[config.mk]
export PLATFORM = sky130hd
export DESIGN_NAME = inst_line_fetcher
export DESIGN_NICKNAME = d
export VERILOG_FILES = /design/src/rtl/inst_line_fetcher.sv
export SDC_FILE = /design/constraint.sdc
export NUM_CORES = 2
export LEC_CHECK = 0
export BUFFER_PORTS_ARGS = -buffer_cell sky130_fd_sc_hd__clkbuf_2
export CELL_PAD_IN_SITES_DETAIL_PLACEMENT = 2
export CELL_PAD_IN_SITES_GLOBAL_PLACEMENT = 2
export CORE_UTILIZATION = 30
export DETAILED_ROUTE_END_ITERATION = 6
export PLACE_DENSITY_LB_ADDON = 0.15
export REMOVE_ABC_BUFFERS = 1
export SYNTH_ARGS = -nofsm -noshare
export SYNTH_HDL_FRONTEND = slang
export SYNTH_SLANG_ARGS = --single-unit
[constraint.sdc]
create_clock -name clock -period 7.25 [get_ports clock]
set_clock_uncertainty 0.2 [all_clocks]
set_input_delay 1.8125 -clock clock [delete_from_list [all_inputs] [get_ports clock]]
set_output_delay 1.8125 -clock clock [all_outputs]
set_load 0.05 [all_outputs]
[src/rtl/inst_line_fetcher.sv]
// Memory-side responder for the instruction-buffer fetch handshake: issues one burst read per
// fetch request and assembles the returned beats into a single instruction line.
module inst_line_fetcher #(
   parameter int ADDR_W = 48,
   parameter int BEAT_W = 64,
   parameter int LINE_W = 512
) (
   input  logic              clock,
   input  logic              reset,
   input  logic              pc_index_valid,
   input  logic [ADDR_W-1:0] pc_index,
   input  logic              redirect,
   output logic              pc_index_ready,
   output logic [LINE_W-1:0] pc_read_inst,
   output logic              busy,
   output logic              mem_req_valid,
   input  logic              mem_req_ready,
   output logic [ADDR_W-1:0] mem_req_addr,
   input  logic              mem_resp_valid,
   input  logic [BEAT_W-1:0] mem_resp_data
);

   localparam int BEATS = LINE_W / BEAT_W;
   localparam int CNT_W = (BEATS > 1) ? $clog2(BEATS) : 1;
   localparam logic [CNT_W-1:0] LAST_BEAT = CNT_W'(BEATS - 1);

   typedef enum logic [2:0] {IDLE, REQ, RECV, DRAIN, DONE} state_t;

   state_t            state;
   logic              pending_valid;
   logic [ADDR_W-1:0] pending_addr;
   logic [CNT_W-1:0]  beat_cnt;
   logic [LINE_W-1:0] fill_buf;
   logic [LINE_W-1:0] fill_next;
   logic              last_beat;

   // The final beat is merged combinationally so the line can be published on the same edge.
   always_comb begin
      fill_next = fill_buf;
      fill_next[int'(beat_cnt)*BEAT_W +: BEAT_W] = mem_resp_data;
      last_beat = (beat_cnt == LAST_BEAT);
   end

   assign busy = (state != IDLE) | pending_valid;

   always_ff @(posedge clock) begin
      if (reset) begin
         state          <= IDLE;
         pending_valid  <= 1'b0;
         pending_addr   <= '0;
         beat_cnt       <= '0;
         fill_buf       <= '0;
         pc_read_inst   <= '0;
         pc_index_ready <= 1'b0;
         mem_req_valid  <= 1'b0;
         mem_req_addr   <= '0;
      end else begin
         pc_index_ready <= 1'b0;

         // Outside IDLE a new request only lands in the one-entry pending slot; redirect wipes it.
         if (redirect) begin
            pending_valid <= 1'b0;
         end else if (pc_index_valid && state != IDLE) begin
            pending_valid <= 1'b1;
            pending_addr  <= pc_index;
         end

         case (state)
            IDLE: begin
               if (!redirect) begin
                  if (pending_valid) begin
                     state         <= REQ;
                     mem_req_valid <= 1'b1;
                     mem_req_addr  <= pending_addr;
                     pending_valid <= pc_index_valid;
                     if (pc_index_valid) pending_addr <= pc_index;
                  end else if (pc_index_valid) begin
                     state         <= REQ;
                     mem_req_valid <= 1'b1;
                     mem_req_addr  <= pc_index;
                  end
               end
            end
            REQ: begin
               if (mem_req_ready) begin
                  mem_req_valid <= 1'b0;
                  beat_cnt      <= '0;
                  state         <= redirect ? DRAIN : RECV;
               end else if (redirect) begin
                  mem_req_valid <= 1'b0;
                  state         <= IDLE;
               end
            end
            RECV: begin
               if (mem_resp_valid) begin
                  fill_buf <= fill_next;
                  beat_cnt <= last_beat ? '0 : beat_cnt + 1'b1;
                  if (last_beat) begin
                     if (redirect) begin
                        state <= IDLE;
                     end else begin
                        state          <= DONE;
                        pc_read_inst   <= fill_next;
                        pc_index_ready <= 1'b1;
                     end
                  end else if (redirect) begin
                     state <= DRAIN;
                  end
               end else if (redirect) begin
                  state <= DRAIN;
               end
            end
            DRAIN: begin
               if (mem_resp_valid) begin
                  beat_cnt <= last_beat ? '0 : beat_cnt + 1'b1;
                  if (last_beat) state <= IDLE;
               end
            end
            DONE: begin
               state <= IDLE;
            end
            default: begin
               state <= IDLE;
            end
         endcase
      end
   end

endmodule

# After elaboration in Yosys (flattened, before gate mapping)
# Index checks and enable logic that the tools add are counted.
[op_classes]
bitwise_logic = 5
reduce_logical = 14
addsub = 2
n_mux = 38
n_shift = 2
n_eq_ne = 11
[op_table]
columns = ["op", "n"]
rows = [
  ["bitwise mux 512 bit", 1],
  ["variable shift 64 x 33 -> 512 bit, first input constant", 1],
  ["indexed part select 64 x 33 -> 512 bit", 1],
  ["2-to-1 mux 48 bit", 8],
  ["2-to-1 mux 3 bit", 14],
  ["negation 9 -> 33 bit", 1],
  ["2-to-1 mux 1 bit", 12],
  ["one-hot mux 3 bit (4 select lines)", 1],
  ["inequality test 2 bit, second input constant", 4],
  ["AND reduction 4 bit", 2],
  ["== test 3 x 2 -> 1 bit, second input constant", 2],
  ["inequality test 3 bit, second input constant", 2],
  ["one-hot mux 3 bit (2 select lines)", 1],
  ["AND reduction 3 bit", 2],
  ["nonzero test 2 bit", 3],
  ["AND reduction 5 bit", 1],
  ["NOT 1 bit", 4],
  ["OR reduction 4 bit", 1],
  ["adder 3 x 1 -> 3 bit, second input constant", 1],
  ["== test 3 x 1 -> 1 bit, second input constant", 1],
  ["== test 3 bit, second input constant", 1],
  ["logical NOT 3 bit", 1],
  ["nonzero test 3 bit", 1],
  ["inequality test 2 x 1 -> 1 bit, second input constant", 1],
  ["other kinds (5)", 5],
]
[word_totals]
out_inout_bits = 563
reg_bits = 1129

# Longest topological paths before layout
[logic_depth]
word_depth = 8
mapped_depth = 13

# Worst setup path after synthesis
# Ideal clock, no wire load.
[synth_timing]
kind = "reg2out"
from = "register state[2]"
to = "output port busy"
path_buffers = 3
setup_slack_ns = 3.752
stages_incl_launch_ff = 6
required_time_ns = 5.237
arrival_time_ns = 1.486
cell_sequence = "dfxtp_1 -> buf_2 -> nor3_1 -> buf_2 -> buf_2 -> nand2b_1"
[synth_between]
elab_chain_len = 2
[synth_lines]
columns = ["item", "line", "text"]
rows = [
  ["from (decl)", "29", "state_t state;"],
  ["from (signal assigned)", "88", "state <= redirect ? DRAIN : RECV;"],
  ["nonzero test 3 bit", "44", "assign busy = (state != IDLE) | pending_valid;"],
  ["OR 1 bit", "44", ""],
  ["to (decl)", "15", "output logic busy,"],
]
# Every way passes these cells.

# Worst setup path in the final report
[layout_timing]
from = "register beat_cnt[0]"
to = "register pc_read_inst[450]"
[layout_between]
elab_chain_len = 3
elab_cells_between_ends = 6
cone_classes = "add/sub: 1; eq/ne: 1; shift: 2; mux: 1; reduce/logical: 1"
[layout_lines]
columns = ["item", "line", "text"]
rows = [
  ["from (decl)", "32", "logic [CNT_W-1:0] beat_cnt;"],
  ["from (signal assigned)", "97", "beat_cnt <= last_beat ? '0 : beat_cnt + 1'b1;"],
  ["from (signal assigned)", "115", "beat_cnt <= last_beat ? '0 : beat_cnt + 1'b1;"],
  ["negation 9 -> 33 bit", "40", "fill_next[int'(beat_cnt)*BEAT_W +: BEAT_W] = mem_resp_data;"],
  ["indexed part select 64 x 33 -> 512 bit / variable shift 64 x 33 -> 512 bit (equally long branches)", "40", ""],
  ["bitwise mux 512 bit", "40", ""],
  ["to (signal assigned)", "103", "pc_read_inst <= fill_next;"],
  ["to (decl)", "14", "output logic [LINE_W-1:0] pc_read_inst,"],
]
# Parallel ways exist; a longest one is shown, timed or not.
# A chain may end at the register's enable or synchronous reset.

==> flow_metrics.env <==
export IMPL_status="finished clean"
export IMPL_pin_count=681
export IMPL_required_ps=7710
export IMPL_path_clk_slew_ps=60
export IMPL_hold_viol=0
export IMPL_synth_top_cell_area_share_pct=46.5
export IMPL_first_global_vias=49400
export IMPL_drt_iter0_markers=2527
export IMPL_ys_seq_area_share_pct=46.5
export IMPL_cts_tree="yes"
export IMPL_tightest_slew_ps=1230
export IMPL_cts_max_level=4
export IMPL_fmax_ghz=0.209
export IMPL_reg2reg_from="beat_cnt[0]"
export IMPL_slew_violations=0
export IMPL_path_buf_inv=2
export IMPL_crit_start="beat_cnt[0]"
export IMPL_path_cells="inv_1, ha_1, ha_1, or4b_4, buf_4, nand2_1, a311oi_1"
export IMPL_cp_slowest_cell="or4b_4"
export IMPL_clk_latency_ps=770
export IMPL_path_class="register to register"
export IMPL_synth_seq_cells=1129
export IMPL_critPathMaxFanout=71
export IMPL_syn_to_final_growth_pct=17.7
export IMPL_vias=47500
export IMPL_antenna_found_initial=3
export IMPL_drive_gt1_share_pct=16.8
export IMPL_cp_end_kind="register"
export IMPL_ys_warnings_count=0
export IMPL_synth_cell_types=49
export IMPL_cts_repair_resized=0
export IMPL_drtAntennaViolNets=0
export IMPL_grt_pass1_wl_um=329000
export IMPL_synth_edff_count=0
export IMPL_wirelength_um=223000
export IMPL_power_density_nw_per_um2=250
export IMPL_path_depth=7
export IMPL_static_leakage_power_nw=18.7
export IMPL_synth_top_area_cell="dfxtp_1"
export IMPL_place_congestion=0.741
export IMPL_syn_cell_area_um2=48600
export IMPL_fillers=18100
export IMPL_finalCriticalPeriod_ps=4800
export IMPL_synth_most_common_cell="dfxtp_1"
export IMPL_first_pass_iters=7
export IMPL_min_to="fill_buf[151]"
export IMPL_hold_path_class="register to register"
export IMPL_clockRootBuffer="clkbuf_16"
export IMPL_reg2reg_to="pc_read_inst[450]"
export IMPL_post_cts_setup_buffers=0
export IMPL_holdBufCountCts=0
export IMPL_critPathMaxStageDelay_ps=930
export IMPL_die_width_um=405
export IMPL_rows=147
export IMPL_core_um2=161000
export IMPL_max_cap_violations=0
export IMPL_place_detailed_hpwl_um=128000
export IMPL_grt_ovfl_total=0
export IMPL_yosys_top_cells_area="dfxtp_1 (46%), a311oi_1 (9.2%), a21oi_1 (9.1%), mux2i_1 (6.0%), nand2_1 (5.9%)"
export IMPL_reg2reg_depth=7
export IMPL_crit_top_cell="ha_1"
export IMPL_die_area_um2=164000
export IMPL_cp_arrival_ps=5250
export IMPL_route_detailed_drc=0
export IMPL_ys_top_cells_by_count="dfxtp_1 (1129), a21oi_1 (882), nand2_1 (760)"
export IMPL_io_buffers=680
export IMPL_synthArstFlopShare_pct=0
export IMPL_viasPerCell=5.79
export IMPL_rsz0062_at_grt="false"
export IMPL_grt_max_degree=195
export IMPL_hold_start="fill_buf[151]"
export IMPL_crit_family="adder cells"
export IMPL_start_util_pct=30.2
export IMPL_crit_path_start_kind="register"
export IMPL_wire_per_inst_um=27.2
export IMPL_synthFlopType="dfxtp_1"
export IMPL_setup_tns_ps=0
export IMPL_pre_cts_ws_ps=2390
export IMPL_cts_sinks=1129
export IMPL_fin_nets=6055
export IMPL_clk_path_buf_depth=3
export IMPL_syn_inst=5807
export IMPL_max_slew_margin_pct=17.9
export IMPL_ff2ff_setup_slack_ps=2450
export IMPL_fp_dieH_um=405
export IMPL_fin_ws_ps=2450
export IMPL_track_usage_pct=26.1
export IMPL_timing_final_crit_share_pct=66.1
export IMPL_ir_worst_vdd_mv=0.231
export IMPL_synth_avg_cell_area_um2=8.37
export IMPL_hold_depth=2
export IMPL_cts_buffers=139
export IMPL_final_setup_viol_count=0
==> registers in the layout, indices dropped and copies added, names as in the netlist <==
signal          flops
pending_valid       1
state               3
mem_req_valid       1
fill_buf          512
mem_req_addr       48
pending_addr       48
pc_read_inst      512
beat_cnt            3
pc_index_ready      1
==> report_power, final <==
| part | internal, mW | switching (mW) | total, mW |
|---|---|---|---|
| clock | 4.23 | 2.88 | 7.11 |
| sequential | 6.26 | 0.0400 | 6.30 |
| combinational | 0.182 | 0.702 | 0.884 |
==> area by class of cell <==
type	instances	area [um2]	area share, %
antenna	1	2.50	0.00437
multi-input combinational	3888	22900	40.0
inverter	6	30.0	0.0525
timing repair buffer	768	4370	7.65
clock buffer	226	4420	7.73
sequential	1129	22600	39.5
tap	2160	2700	4.72
clock inverter	19	186	0.326
==> how the worst max path moves through the flow <==
| stage | end | slack, ps |
|---|---|---|
| final | pc_read_inst[450] | 2450 |
| after detailed placement | fill_buf[291] | 2390 |
| after CTS | pc_read_inst[450] | 2360 |
| after floorplan | pc_read_inst[0] | -15260 |
| after global placement | fill_buf[283] | 2400 |
| after global routing | pc_read_inst[498] | 2180 |
==> worst min-delay path, cell delays in order (launching register included) <==
cell	delay [ps]
dfxtp_1	300
nand2_1	50
mux2i_1	50
==> stage by stage <==
stage / utilization [%] / total power [mW] / std cells / hold WS [ps] / cell area (um2)
global route: 35.6 / 14.8 / 8196 / 276 / 57200
CTS: 35.6 / 14.5 / 8196 / 261 / 57200
finish: 35.6 / 14.3 / 8197 / 257 / 57200
floorplan: - / 6.88 / 5023 / 231 / 45300
detailed placement: 32.7 / 7.33 / 7951 / 246 / 52600
global placement: 32.7 / 7.31 / 7951 / 239 / 52600
==> cell families (layout without fill, tap and decap cells) <==
family / count (synthesis) / after routing / synth area share [%]
AOI/OAI and AO/OA: 2029 / 2029 / 25.5
adders and majority gates: 6 / 6 / 0.149
buffers and inverters: 790 / 1019 / 6.84
DFF: 1129 / 1129 / 46.5
muxes: 290 / 290 / 5.97
other: 0 / 1 / 0
and+or+nand+nor: 1563 / 1563 / 15.0
==> layer usage <==
layer | vias up | track usage (%) | part of all wire, % | wire, um
met3 | 301 | 5.80 | 5.5 | 12200
met5 | - | 0 | 0 | 0
met4 | 0 | 8.58 | 3.1 | 6860
met2 | 969 | 43.5 | 47 | 105000
li1 | 21600 | - | - | -
met1 | 24600 | 33.2 | 44 | 98300
==> layout by cell type, fill, tap and decap left out, types with 4 or more instances in the layout <==
cell type,n
inv_1,5
a311oi_1,513
clkinv_2,11
nand3_1,512
a21oi_1,882
nor2b_1,65
o21ai_0,509
and2_1,9
ha_1,4
nand2_1,760
clkbuf_8,47
o21ai_1,4
buf_4,64
a211oi_1,48
clkbuf_1,33
buf_12,24
nand4_1,176
clkbuf_2,679
clkbuf_16,146
dfxtp_1,1127
inv_6,4
mux2i_1,290
o31ai_1,65
Note: power is estimated with default switching activity, not from simulation.
